--- src/rtl/pipeline_ctrl.sv ---
// Pipeline stall/flush controller: cumulative stall mask, registered PC redirect on
// committed exceptions, flush held FLUSH_CYCLES cycles. Optional stall watchdog: CTRL_STALL_WATCHDOG_EN.
module pipeline_ctrl #(
  parameter int          NUM_STAGES   = 6,
  parameter int          FLUSH_CYCLES = 1,
  parameter logic [31:0] INT_VECTOR   = 32'h0000_0020,
  parameter logic [31:0] EXC_VECTOR   = 32'h0000_0040,
  parameter int          WDOG_LIMIT   = 1024
) (
  input  logic                  clk,
  input  logic                  rst,
  input  logic [NUM_STAGES-1:0] stall_req,
  input  logic [31:0]           exception_type_i,
  input  logic [31:0]           cp0_epc_i,
  output logic [NUM_STAGES-1:0] stall,
  output logic                  flush,
  output logic [31:0]           new_pc,
  output logic                  busy,
  output logic                  wdog_timeout
);

  localparam int CNT_W = $clog2(FLUSH_CYCLES + 1);

  typedef enum logic {IDLE, FLUSH} state_t;

  state_t            state, state_nxt;
  logic [CNT_W-1:0]  cnt, cnt_nxt;
  logic [31:0]       new_pc_q, new_pc_nxt;
  logic [31:0]       target;
  logic              exc_valid;

  assign exc_valid = (exception_type_i != 32'h0);

  always_comb begin
    case (exception_type_i)
      32'h0000_0001:                               target = INT_VECTOR;
      32'h0000_0008, 32'h0000_000A,
      32'h0000_000C, 32'h0000_000D:                target = EXC_VECTOR;
      32'h0000_000E:                               target = cp0_epc_i;
      default:                                     target = EXC_VECTOR;
    endcase
  end

  // Stage k stalls when any stage at or above k requests; a pending redirect wins.
  always_comb begin
    stall = '0;
    if (!rst && state == IDLE && !exc_valid) begin
      for (int k = 0; k < NUM_STAGES; k++) begin
        stall[k] = |(stall_req >> k);
      end
    end
  end

  always_comb begin
    // NOTE: every output of this block gets a default first so no path infers a latch.
    state_nxt  = state;
    cnt_nxt    = cnt;
    new_pc_nxt = new_pc_q;
    case (state)
      IDLE: begin
        if (exc_valid) begin
          state_nxt  = FLUSH;
          cnt_nxt    = CNT_W'(1);
          new_pc_nxt = target;
        end
      end
      FLUSH: begin
        if (cnt == CNT_W'(FLUSH_CYCLES)) begin
          state_nxt  = IDLE;
          cnt_nxt    = '0;
          new_pc_nxt = 32'h0;
        end else begin
          cnt_nxt = cnt + CNT_W'(1);
        end
      end
      default: begin
        state_nxt  = IDLE;
        cnt_nxt    = '0;
        new_pc_nxt = 32'h0;
      end
    endcase
  end

  always_ff @(posedge clk) begin
    // NOTE: registers use non-blocking assignments so all state updates at the same edge.
    if (rst) begin
      state    <= IDLE;
      cnt      <= '0;
      new_pc_q <= 32'h0;
    end else begin
      state    <= state_nxt;
      cnt      <= cnt_nxt;
      new_pc_q <= new_pc_nxt;
    end
  end

  assign flush  = (state == FLUSH);
  assign busy   = (state == FLUSH);
  assign new_pc = new_pc_q;

`ifdef CTRL_STALL_WATCHDOG_EN
  logic [31:0] wdog_cnt;

  // stall is already zero in FLUSH and on a redirect, so those clear the count too.
  always_ff @(posedge clk) begin
    if (rst) begin
      wdog_cnt     <= 32'h0;
      wdog_timeout <= 1'b0;
    end else if (stall != '0) begin
      if (wdog_cnt == 32'(WDOG_LIMIT - 1)) begin
        wdog_cnt     <= 32'h0;
        wdog_timeout <= 1'b1;
      end else begin
        wdog_cnt     <= wdog_cnt + 32'h1;
        wdog_timeout <= 1'b0;
      end
    end else begin
      wdog_cnt     <= 32'h0;
      wdog_timeout <= 1'b0;
    end
  end
`else
  logic [31:0] unused_wdog_limit;
  assign unused_wdog_limit = 32'(WDOG_LIMIT);
  assign wdog_timeout      = 1'b0;
`endif

endmodule

--- config.mk ---
export PLATFORM = sky130hd
export DESIGN_NAME = pipeline_ctrl
export DESIGN_NICKNAME = d
export VERILOG_FILES = /design/src/rtl/pipeline_ctrl.sv
export SDC_FILE = /design/constraint.sdc
export NUM_CORES = 1
export LEC_CHECK = 0
export ABC_AREA = 1
export CELL_PAD_IN_SITES_DETAIL_PLACEMENT = 1
export CELL_PAD_IN_SITES_GLOBAL_PLACEMENT = 2
export CORE_MARGIN = 2
export CORE_UTILIZATION = 32
export DETAILED_ROUTE_END_ITERATION = 16
export DONT_BUFFER_PORTS = 1
export PLACE_DENSITY_LB_ADDON = 0.1
export SLEW_MARGIN = 20
export SYNTH_ARGS = -nofsm -noshare
export SYNTH_HDL_FRONTEND = slang
export SYNTH_SLANG_ARGS = --single-unit
--- constraint.sdc ---
create_clock -name clk -period 2.37 [get_ports clk]
set_input_delay 0.474 -clock clk [delete_from_list [all_inputs] [get_ports clk]]
set_output_delay 0.474 -clock clk [all_outputs]
set_load 0.005 [all_outputs]
==> results by group <==
Outcome
  – Outcome: finished, final reports clean

Floorplan
  – Die width: 76.2 um
  – Die Y: around 76 um
  – Full die area: around 0.0058 mm2
  – Io pins: 113
  – Core area: slightly above 0.005 mm2
  – Starting Density: 0.328
  – Std cell rows: 26

STA
  – Clk_skew: approximately 0.0094 ns
  – Final Slew Violations: 0
  – Final Hold Vio Count: 0
  – Tmin final: around 2.0 ns
  – Maximum clock rate: 0.491 GHz
  – Post-route setup TNS: 0 ns
  – Unrepaired setup endpoints after global routing: false
  – Final Setup Violations: 0
  – Period utilisation layout: 0.860

Route
  – Wire per inst: 15.1 um
  – Initial drt markers: 53
  – Vias per std cell: roughly 5.2
  – DR vias: 1531
  – Routed WL: roughly 4500 um
  – Post-DRT Antenna Nets: 0
  – DRC Markers: 0
  – TritonRoute pass-1 iters: 5

Global route
  – Grt ovf: 0
  – Vias in the first global route: between 1500 and 2000
  – First-pass GRT wire length: around 7300 um
  – GRT Util Overall: 0.154
  – Pin count of the biggest net entering global routing: 33
  – Initial antenna violation count: 0

Worst setup path
  – CP max stage cell: nor2_2
  – Critical path arrival: approximately 1.6 ns
  – Reg2reg path depth: 7
  – Startpoint Class: input port
  – CP Class: input port to output pin
  – Cell repeated most along the worst path: nand2_1
  – FF-to-FF End: new_pc[1]
  – Reg2Reg Launch Point: busy
  – CP endpoint kind: output pin
  – CP Cell Sequence: nor2_1, nand2_1, nor2_2, nand2_1, nor2_1, nand2_1, nor2_2, inv_1, a21oi_1
  – Maximum fanout along the worst path: 4
  – Register-to-register setup slack: around 0.88 ns
  – Crit path from: exception_type_i[15]
  – Worst setup path endpoint: stall[2]
  – Crit path required time: approximately 1.9 ns
  – Max incr delay on CP: approximately 0.17 ns

Synth
  – Synth cell types: 23
  – Synthesis Warnings: 0
  – Synth area leaders: dfxtp_1, nand3_1, a21oi_1
  – Synthesized cell area: around 0.0017 mm2
  – Mean area per synthesized cell: slightly above 7 um2
  – Cell accounting for the most synthesized area: dfxtp_1
  – Seq/Total Area, Yosys: 0.408
  – Synthesized flop and latch total: 34
  – Post-synthesis cell count: 229
  – Post-synth top area share: 0.408
  – Mapped Nets: around 300

Pwr
  – Maximum vdd drop: between 0.0002 and 0.00025 V
  – Power density cells: roughly 670 mW/mm2
  – Lkg Pwr: about 0.60 nW

Final layout
  – P&R area growth vs syn: 8.56%
  – Nets@finish: just under 300
  – Layout fillers: 650
  – Multi-input logic area: 833 um2
  – Diode count: 0
  – Register area: between 600 and 700 um2
  – Post-route cell area: ~0.0018 mm2
  – Layout cells sized above 1: 0.115

Clock tree
  – TritonCTS buffer count: 5
  – Post-CTS Hold Buffers: 0
  – Clock sink total: 34
  – Maximum clock path buffer count: 2
  – Reg clk slew, reported paths: about 0.070 ns
  – Worst skew pair latency: 0.28 ns
  – TritonCTS clock tree: yes
  – Post_cts resized: 0
  – H-tree lvl count: 2
  – Postcts setup bufs: 0
  – CTS root buffer: clkbuf_8

Min path
  – Hold crit path type: input port to flip-flop
  – Hold Crit Start: rst

Place
  – I/O Buffers: 0
  – HPWL after DPL: roughly 3400 um
  – Placer congestion estimate: slightly above 0.7
  – Placed cell area: about 0.0017 mm2

Run
  – Maxcap violations: 0
-- final cells by class --
type                       count  share of cell area
sequential                    34               0.376
timing repair buffer           6              0.0318
tap                           70              0.0484
inverter                      10              0.0207
clock buffer                   6              0.0456
multi-input combinational    169               0.461
clock inverter                 1              0.0166
-- through the flow --
stage                     total power [mW]  utilization  hold WS (ns)  setup WS (ns)  std cells
after floorplan                      0.673            -         0.464          0.467        229
after detailed placement             0.683        0.334         0.487          0.288        289
after global routing                  1.26        0.357         0.237          0.115        296
final                                 1.21        0.357         0.251          0.332        296
after CTS                             1.22        0.357         0.241          0.290        296
after global placement               0.680        0.334         0.479          0.338        289
-- worst max-delay path, delay by kind of cell --
kind	cells	cell delay [ns]
buffers and inverters	1	0.09
AOI/OAI and AO/OA	1	0.16
and+or+nand+nor	7	0.84
-- power breakdown --
group          switching (mW)  leakage [nW]  internal, mW  total [mW]
registers             0.00675         0.275         0.578       0.585
clock network           0.201        0.0573         0.336       0.538
logic                  0.0563         0.270        0.0273      0.0836
-- registers in the layout, indices dropped and copies added (netlist names) --
signal	cells
busy	1
cnt	1
new_pc	32
-- synthesized netlist by cell type, drive strengths merged --
cell / n
nand3: 58
nor2: 43
inv: 10
clkbuf: 6
a21oi: 30
nor3: 1
buf: 10
o31a: 1
o211ai: 1
o21ai: 1
nand4: 2
conb: 1
nand3b: 3
dfxtp: 34
nand2: 27
o21a: 1
-- worst min-delay path by stage --
| stage | endpoint | cells past startpoint |
|---|---|---|
| floorplan | cnt | 2 |
| global placement | new_pc[7] | 2 |
| detailed placement | cnt | 2 |
| CTS | new_pc[23] | 1 |
| global route | new_pc[24] | 1 |
| finish | new_pc[24] | 1 |
-- placed cells by master (no fill, tap or decap), drive strengths merged --
| cell | count |
|---|---|
| nand2 | 27 |
| o21a | 1 |
| o21ai | 1 |
| nand4 | 2 |
| bufinv | 1 |
| buf | 6 |
| o31a | 1 |
| dfxtp | 34 |
| nor3 | 1 |
| nand3 | 58 |
| o211ai | 1 |
| nand3b | 3 |
| inv | 10 |
| a21oi | 30 |
| clkbuf | 6 |
| nor2 | 43 |
| conb | 1 |
-- cell families (layout without fill, tap and decap cells) --
family | Yosys count | in the layout | share of synthesized area
AO/OA/AOI/OAI | 34 | 34 | 0.116
flip-flops | 34 | 34 | 0.408
other | 1 | 1 | 0.00225
AND/OR/NAND/NOR | 134 | 134 | 0.381
buffers and inverters | 26 | 23 | 0.0916
-- metal layers --
metal	up-vias	track usage	share of wire
li1	754	-	-
met1	706	0.161	0.38
met2	67	0.287	0.52
met3	4	0.0545	0.087
met4	0	0.0491	0.011
met5	-	0	0
Note: power is estimated with default switching activity, not from simulation.
